`config.mk`:
```
export PLATFORM = sky130hd
export DESIGN_NAME = serial_frame_rx
export DESIGN_NICKNAME = d
export VERILOG_FILES = /design/src/rtl/serial_frame_rx_pkg.sv /design/src/rtl/serial_frame_rx_sync_2ff.sv /design/src/rtl/serial_frame_rx.sv
export SDC_FILE = /design/constraint.sdc
export NUM_CORES = 1
export LEC_CHECK = 0
export ABC_CLOCK_PERIOD_IN_PS = 2009
export CAP_MARGIN = 20
export CORE_MARGIN = 2
export CORE_UTILIZATION = 54
export CTS_BUF_LIST = sky130_fd_sc_hd__clkbuf_16
export CTS_CLUSTER_DIAMETER = 60
export DETAILED_ROUTE_END_ITERATION = 10
export PLACE_DENSITY = 0.84
export SLEW_MARGIN = 0
export SYNTH_ARGS = -nofsm -noshare
export SYNTH_HDL_FRONTEND = slang
export SYNTH_SLANG_ARGS = --single-unit
```
`constraint.sdc`:
```
create_clock -name clk -period 2.01 [get_ports clk]
set_input_delay 0.3015 -clock clk [delete_from_list [all_inputs] [get_ports clk]]
set_output_delay 0.3015 -clock clk [all_outputs]
set_load 0.1 [all_outputs]
```
`src/rtl/serial_frame_rx_pkg.sv`:
```
// Shared definitions for the serial frame link: receiver state encoding and default framing constants.
package serial_frame_rx_pkg;

    typedef enum logic [1:0] {
        IDLE  = 2'd0,
        START = 2'd1,
        DATA  = 2'd2,
        STOP  = 2'd3
    } rx_state_t;

    localparam int DEFAULT_CLKS_PER_BIT = 16;
    localparam int DEFAULT_DATA_BITS    = 8;

endpackage

```
`src/rtl/serial_frame_rx_sync_2ff.sv`:
```
// Two-flop synchronizer for a single asynchronous input, with a selectable reset value.
module sync_2ff #(
    parameter logic RESET_VAL = 1'b1
) (
    input  logic clk,
    input  logic rst,
    input  logic d,
    output logic q
);

    logic meta;

    always_ff @(posedge clk or posedge rst) begin
        if (rst) begin
            meta <= RESET_VAL;
            q    <= RESET_VAL;
        end else begin
            meta <= d;
            q    <= meta;
        end
    end

endmodule

```
`src/rtl/serial_frame_rx.sv`:
```
// Asynchronous-serial frame receiver: start / DATA_BITS data (LSB first) / stop,
// centre-sampled from a fixed clock-per-bit divider.
module serial_frame_rx
    import serial_frame_rx_pkg::*;
#(
    parameter int CLKS_PER_BIT = DEFAULT_CLKS_PER_BIT,
    parameter int DATA_BITS    = DEFAULT_DATA_BITS
) (
    input  logic                 clk,
    input  logic                 rst,
    input  logic                 rx_in,
    output logic [DATA_BITS-1:0] data_out,
    output logic                 data_valid,
    output logic                 frame_err,
    output logic                 busy
);

    localparam int CNT_W = $clog2(CLKS_PER_BIT);
    localparam int IDX_W = $clog2(DATA_BITS);
    localparam logic [CNT_W-1:0] CNT_HALF = CNT_W'(CLKS_PER_BIT / 2 - 1);
    localparam logic [CNT_W-1:0] CNT_LAST = CNT_W'(CLKS_PER_BIT - 1);
    localparam logic [IDX_W-1:0] IDX_LAST = IDX_W'(DATA_BITS - 1);

    rx_state_t            state;
    rx_state_t            state_nxt;
    logic                 rx_s;
    logic                 rx_d;
    logic                 sync_ready;
    logic                 armed;
    logic                 fall;
    logic [CNT_W-1:0]     cnt;
    logic [IDX_W-1:0]     idx;
    logic [DATA_BITS-1:0] sh;

    sync_2ff #(.RESET_VAL(1'b1)) u_rx_sync (
        .clk (clk),
        .rst (rst),
        .d   (rx_in),
        .q   (rx_s)
    );

    // Goes high once the synchronizer holds real line samples instead of its reset value.
    sync_2ff #(.RESET_VAL(1'b0)) u_ready (
        .clk (clk),
        .rst (rst),
        .d   (1'b1),
        .q   (sync_ready)
    );

    // A falling edge only counts after the real line has been seen high,
    // so a line held low through reset cannot start a frame.
    always_ff @(posedge clk or posedge rst) begin
        if (rst) begin
            rx_d  <= 1'b1;
            armed <= 1'b0;
        end else begin
            rx_d  <= rx_s;
            armed <= armed | (sync_ready & rx_s);
        end
    end

    assign fall = armed & rx_d & ~rx_s;

    always_ff @(posedge clk or posedge rst) begin
        if (rst) begin
            state <= IDLE;
        end else begin
            state <= state_nxt;
        end
    end

    always_comb begin
        state_nxt = state;
        unique case (state)
            IDLE:  if (fall) state_nxt = START;
            START: if (cnt == CNT_HALF) state_nxt = rx_s ? IDLE : DATA;
            DATA:  if (cnt == CNT_LAST && idx == IDX_LAST) state_nxt = STOP;
            STOP:  if (cnt == CNT_LAST) state_nxt = IDLE;
            default: state_nxt = IDLE;
        endcase
    end

    always_comb begin
        busy = (state != IDLE);
    end

    always_ff @(posedge clk or posedge rst) begin
        if (rst) begin
            cnt        <= '0;
            idx        <= '0;
            sh         <= '0;
            data_out   <= '0;
            data_valid <= 1'b0;
            frame_err  <= 1'b0;
        end else begin
            data_valid <= 1'b0;
            frame_err  <= 1'b0;
            unique case (state)
                IDLE: begin
                    cnt <= '0;
                    idx <= '0;
                end
                START: begin
                    if (cnt == CNT_HALF) begin
                        cnt <= '0;
                        idx <= '0;
                    end else begin
                        cnt <= cnt + CNT_W'(1);
                    end
                end
                DATA: begin
                    if (cnt == CNT_LAST) begin
                        cnt <= '0;
                        sh  <= {rx_s, sh[DATA_BITS-1:1]};
                        if (idx != IDX_LAST) idx <= idx + IDX_W'(1);
                    end else begin
                        cnt <= cnt + CNT_W'(1);
                    end
                end
                STOP: begin
                    if (cnt == CNT_LAST) begin
                        cnt <= '0;
                        if (rx_s) begin
                            data_out   <= sh;
                            data_valid <= 1'b1;
                        end else begin
                            frame_err  <= 1'b1;
                        end
                    end else begin
                        cnt <= cnt + CNT_W'(1);
                    end
                end
                default: cnt <= '0;
            endcase
        end
    end

endmodule

```
# ---- After elaboration in Yosys (flattened, before gate mapping)
# Index checks and enable logic that the tools add are counted.
dict set report word_totals {
  register_bits 33
  inputBits 3
  out_inout_bits 11
  elab_cells 61
}
dict set report op_classes {
  n_addsub 2
  n_eq_ne 13
  mux 19
  bitwise_logic 5
  n_reduce_logical 9
}
# op n
set op_table {}
lappend op_table {{2-bit != test (second input constant)} 6}
lappend op_table {{4-bit case mux with 3 select lines} 1}
lappend op_table {{2-bit two-way mux} 5}
lappend op_table {{3-bit two-way mux} 3}
lappend op_table {{3-bit case mux with 3 select lines} 1}
lappend op_table {{4-bit two-way mux} 2}
lappend op_table {{2-bit case mux with 4 select lines} 1}
lappend op_table {{4-bit AND reduction} 2}
lappend op_table {{1-bit two-way mux} 6}
lappend op_table {{4-bit by 1-bit adder with 4-bit output (second input constant)} 1}
lappend op_table {{2-bit equality test (second input constant)} 2}
lappend op_table {{4-bit by 3-bit equality test with 1-bit output (second input constant)} 1}
lappend op_table {{4-bit equality test (second input constant)} 1}
lappend op_table {{3-bit by 1-bit adder with 3-bit output (second input constant)} 1}
lappend op_table {{1-bit bitwise AND} 3}
lappend op_table {{3-bit equality test (second input constant)} 1}
lappend op_table {{3-bit != test (second input constant)} 1}
lappend op_table {{3-bit AND reduction} 1}
lappend op_table {{3-bit nonzero test} 1}
lappend op_table {{2-bit by 1-bit equality test with 1-bit output (second input constant)} 1}
lappend op_table {{2-bit logical NOT} 1}
lappend op_table {{2-bit AND reduction} 1}
lappend op_table {{2-bit nonzero test} 1}
lappend op_table {{2-bit OR reduction} 1}
lappend op_table {{3 further kinds} 3}

# ---- Logic depth before layout (Yosys ltp)
dict set report logic_depth {
  ltp_word 4
  mapped_depth 5
  mapped_depth_nobuf 5
}

# ---- Hierarchy
# Synthesis repeated with hierarchy kept, for this count alone.
dict set report unflattened {
  hier_cells 96
  area_unflattened_um2 1366.3
}
# module n_inst cells_per_inst area_per_inst_um2 seq_area_each_um2
set by_module_without_submodules {}
lappend by_module_without_submodules {serial_frame_rx 1 90 1256.2 726.9}
lappend by_module_without_submodules {{sync_2ff at u_rx_sync} 1 3 56.3 52.6}
lappend by_module_without_submodules {{sync_2ff at u_ready} 1 3 53.8 50.0}

# ---- Worst setup path after synthesis
# Ideal clock, no wire load.
dict set report synth_timing {
  path_type {register to register}
  from {register state[0]}
  to {register idx[0]}
  setup_time_ns 0.125
  arrival_time_ns 1.651
  required_time_ns 1.885
  slack_ns 0.234
  stages_incl_launch_ff 5
  n_path_buf 1
  synth_period_minus_slack_ns 1.776
  path_cell_list {dfrtp_1 > buf_6 > or2_1 > o311a_1 > mux2_2}
}
dict set report synth_via {
  elab_chain_cells 3
  elab_cells_between_ends 9
  cone_classes {5 x eq/ne; 1 x mux; 3 x reduce/logical}
}
# element line_no
set synth_lines {}
lappend synth_lines {{from (decl)} serial_frame_rx.sv:24} ;# rx_state_t state;
lappend synth_lines {{from (signal assigned)} serial_frame_rx.sv:68} ;# state <= state_nxt;
lappend synth_lines {{2-bit equality test (tied with other cells)} serial_frame_rx.sv:98} ;# unique case (state)
lappend synth_lines {{2-bit != test (no source line) / 3-bit nonzero test (equally long branches)} n/a}
lappend synth_lines {{4-bit AND reduction (no source line)} n/a}
lappend synth_lines {{to (signal assigned)} serial_frame_rx.sv:115} ;# if (idx != IDX_LAST) idx <= idx + IDX_W'(1);
lappend synth_lines {{to (decl)} serial_frame_rx.sv:32} ;# logic [IDX_W-1:0] idx;
# Several ways; a longest one is shown, not always the timed one.
# A chain may end at the register's enable or synchronous reset.

# ---- Worst setup path after layout
dict set report layout_timing {
  from {register cnt[0]}
  to {register data_out[5]}
}
dict set report layout_via {
  elab_chain_cells 2
}
# element line_no
set layout_lines {}
lappend layout_lines {{from (decl)} serial_frame_rx.sv:31} ;# logic [CNT_W-1:0] cnt;
lappend layout_lines {{from (signal assigned)} serial_frame_rx.sv:108} ;# cnt <= cnt + CNT_W'(1);
lappend layout_lines {{from (signal assigned)} serial_frame_rx.sv:117} ;# cnt <= cnt + CNT_W'(1);
lappend layout_lines {{from (signal assigned)} serial_frame_rx.sv:130} ;# cnt <= cnt + CNT_W'(1);
lappend layout_lines {{4-bit equality test} serial_frame_rx.sv:121} ;# if (cnt == CNT_LAST) begin
lappend layout_lines {{3-bit AND reduction (no source line)} n/a}
lappend layout_lines {{to (signal assigned)} serial_frame_rx.sv:124} ;# data_out <= sh;
lappend layout_lines {{to (decl)} serial_frame_rx.sv:12} ;# output logic [DATA_BITS-1:0] data_out,
# No other way between the ends.

==> metrics.txt <==
Post-synth EDFFs=0; cell family with most CP delay=simple AND/OR/NAND/NOR gates; critical hold path startpoint=u_rx_sync.meta$_DFF_PP1_; RSZ-0062 raised after global routing=false; Crit Path Class=reg -> reg; Area Growth Syn to Fin=18.73%; reg2reg path depth=4; Register Area=829.5 um2; final setup fails=0; number of synthesized register bits=33; gp weighted congestion=0.7829; initial antenna violation count=0; Die ar.=2969 um2; Die Ht=54.49 um; filler cell count=174; post-synthesis cell area=1376 um2; global-route wire length before repair=3339 um; # rows=18; First DRT Iteration DRCs=6; Via Count=754; final period utilization=0.8662; Hold Path Depth=0; Yosys top cell area share=0.5455; Mapped Cells=95; total power=1.860 mW; H-tree depth=2; CTS-repair resized insts=0; Clock transition at path regs=0.05 ns; syn avg cell area=14.49 um2; WHS Endpoint=u_rx_sync.q$_DFF_PP1_; Yosys cell types=31; global route overflow=0; Slowest Stage Delay on Critical Path=0.38 ns; sequential fraction of the synthesis area=0.6027; area of the multi-input gates=494.2 um2; Fin. Hold Viols=0; # diodes=0; worst skew pair latency=0.27 ns; critical path arrival=1.89 ns; ranking of synthesized cells by area=dfrtp_1 55%, mux2_2 14%, dfstp_2 5.7%; TritonCTS buffer count=5; pin count of the biggest net entering global routing=34; type of origin of the critical path=flop; Critical path buffers and inverters=0; Critical Path RT=2.16 ns; area leader, netlist=dfrtp_1; post-CTS setup repair buffer count=0; placed inst area=1495 um2; nets=117; Synth async-reset ratio=1.000; Yosys Warn Count=0; IO Port Bufs=13; fin crit period=1.741 ns; DRT Wirelength=1993 um; slowest CP cell=dfrtp_1; Detailed Place HPWL=1348 um; Die W=54.49 um; CP Max Fanout=9; max cap viols=0; cell area after layout=1634 um2; HP Class=reg -> reg; Fin Setup TNS=0 ns; GR Util All Layers=0.1679; syn_nets=101; VDD IR max=0.9168 mV; PwrDens=1138 nW/um2; TritonRoute pass-1 iters=4; fin util=0.6656; Reg-to-Reg End=data_out[5]$_DFFE_PP0P_; drt wl/cell=14.04 um; core area=2455 um2; status=finished, final reports clean; I/O pins=14; Initial Util=0.5607; hold_buf cts=0; R2R setup slack=0.27 ns; leakage power=0.8328 nW; CP cell instances=ha_1 -> nand4_4 -> nor2_8 -> mux2_2; vias per inst=5.310; Commonest cells post-synth=30 x dfrtp_1, 17 x mux2_2, 4 x a21oi_1, 4 x buf_4, 4 x nand2_1; Synth Flop Type=dfrtp_1; WHS=0.3555 ns; R2R Path Start=cnt[0]$_DFF_PP0_; root buffer cell=clkbuf_16; DR DRC count=0; fmax=0.5744 GHz; most common cell in the netlist=dfrtp_1; share of layout cells above drive strength 1=0.3750; Routed Antenna Nets=0; vias in the first global route=710; CTS tree=yes; Sink Count=33; Clock Skew=0.004803 ns; Pins Over Slew Limit=0; Setup crit end kind=flop; CTS max path bufs=2
-- how the worst max path moves through the flow --
stage / slack (ns) / cells after the start / startpoint / to
2_1_floorplan: 0.23 / 4 / state[0]$_DFFE_PP0P_ / idx[0]$_DFFE_PP0P_
3_3_place_gp: 0.34 / 4 / cnt[0]$_DFF_PP0_ / data_out[0]$_DFFE_PP0P_
3_5_place_dp: 0.27 / 4 / cnt[0]$_DFF_PP0_ / data_out[5]$_DFFE_PP0P_
4_1_cts: 0.26 / 4 / cnt[0]$_DFF_PP0_ / data_out[5]$_DFFE_PP0P_
5_1_grt: 0.18 / 4 / cnt[0]$_DFF_PP0_ / data_out[3]$_DFFE_PP0P_
6_report: 0.27 / 4 / cnt[0]$_DFF_PP0_ / data_out[5]$_DFFE_PP0P_
-- layout by cell type, fill, tap and decap left out, types with 2 or more instances in the layout --
master           instances
a21oi_1                  4
a22o_1                   3
inv_1                    4
mux2_2                  17
ha_1                     3
clkdlybuf4s50_1          2
clkinv_2                 2
nand2_1                  4
buf_4                   11
dfstp_2                  3
clkbuf_16                5
nor2_8                   2
dfrtp_1                 30
and2_1                   2
-- worst reg2reg max path: stages (launching register included) --
cell and delay, ns:
dfrtp_1 0.38, ha_1 0.36, nand4_4 0.26, nor2_8 0.26, mux2_2 0.36
-- area by class of cell --
cell class,count,share of cell area
flip-flops and latches,33,0.5077
multi-input cells,54,0.3024
clock buffers,5,0.07657
repair buffers,14,0.07504
well taps,30,0.02297
clock inverters,3,0.008423
inverters,3,0.006891
-- logic make-up (layout without fill, tap and decap cells) --
kind of cell,after synthesis,in the layout,synth area share
other,1,1,0.002725
xor gates and xnor gates,2,2,0.01273
AOI/OAI and AO/OA,14,14,0.07365
muxes,17,17,0.1391
adders and majority gates,3,3,0.02728
and+or+nand+nor,17,17,0.1036
DFF,33,33,0.6027
buffers and inverters,8,25,0.03818
-- per-layer routing --
layer	vias to the layer above	track usage	routed length, um	share of wire
met1	368	0.2349	918	0.46
met4	0	0.1125	34	0.017
met3	5	0.04098	70	0.035
li1	368	-	-	-
met2	13	0.2309	970	0.49
met5	-	0	0	0
-- sequential cells by signal (all words and copies together), names as in the netlist, 3 cells and up, named ones only --
signal / count
sh: 8
idx: 3
data_out: 8
cnt: 4
-- where the power goes --
group / total (mW) / internal [mW] / switching (mW)
combinational: 0.308 / 0.148 / 0.160
clock: 0.694 / 0.448 / 0.247
sequential: 0.857 / 0.733 / 0.125
total: 1.86 / 1.33 / 0.531
-- per-stage QoR --
step | worst slack, ns | std cells
finish | 0.2690 | 142
global route | 0.1801 | 142
CTS | 0.2587 | 142
detailed placement | 0.2697 | 134
global placement | 0.3408 | 134
floorplan | 0.2339 | 95
No activity file was read; power rests on OpenSTA's default activity.
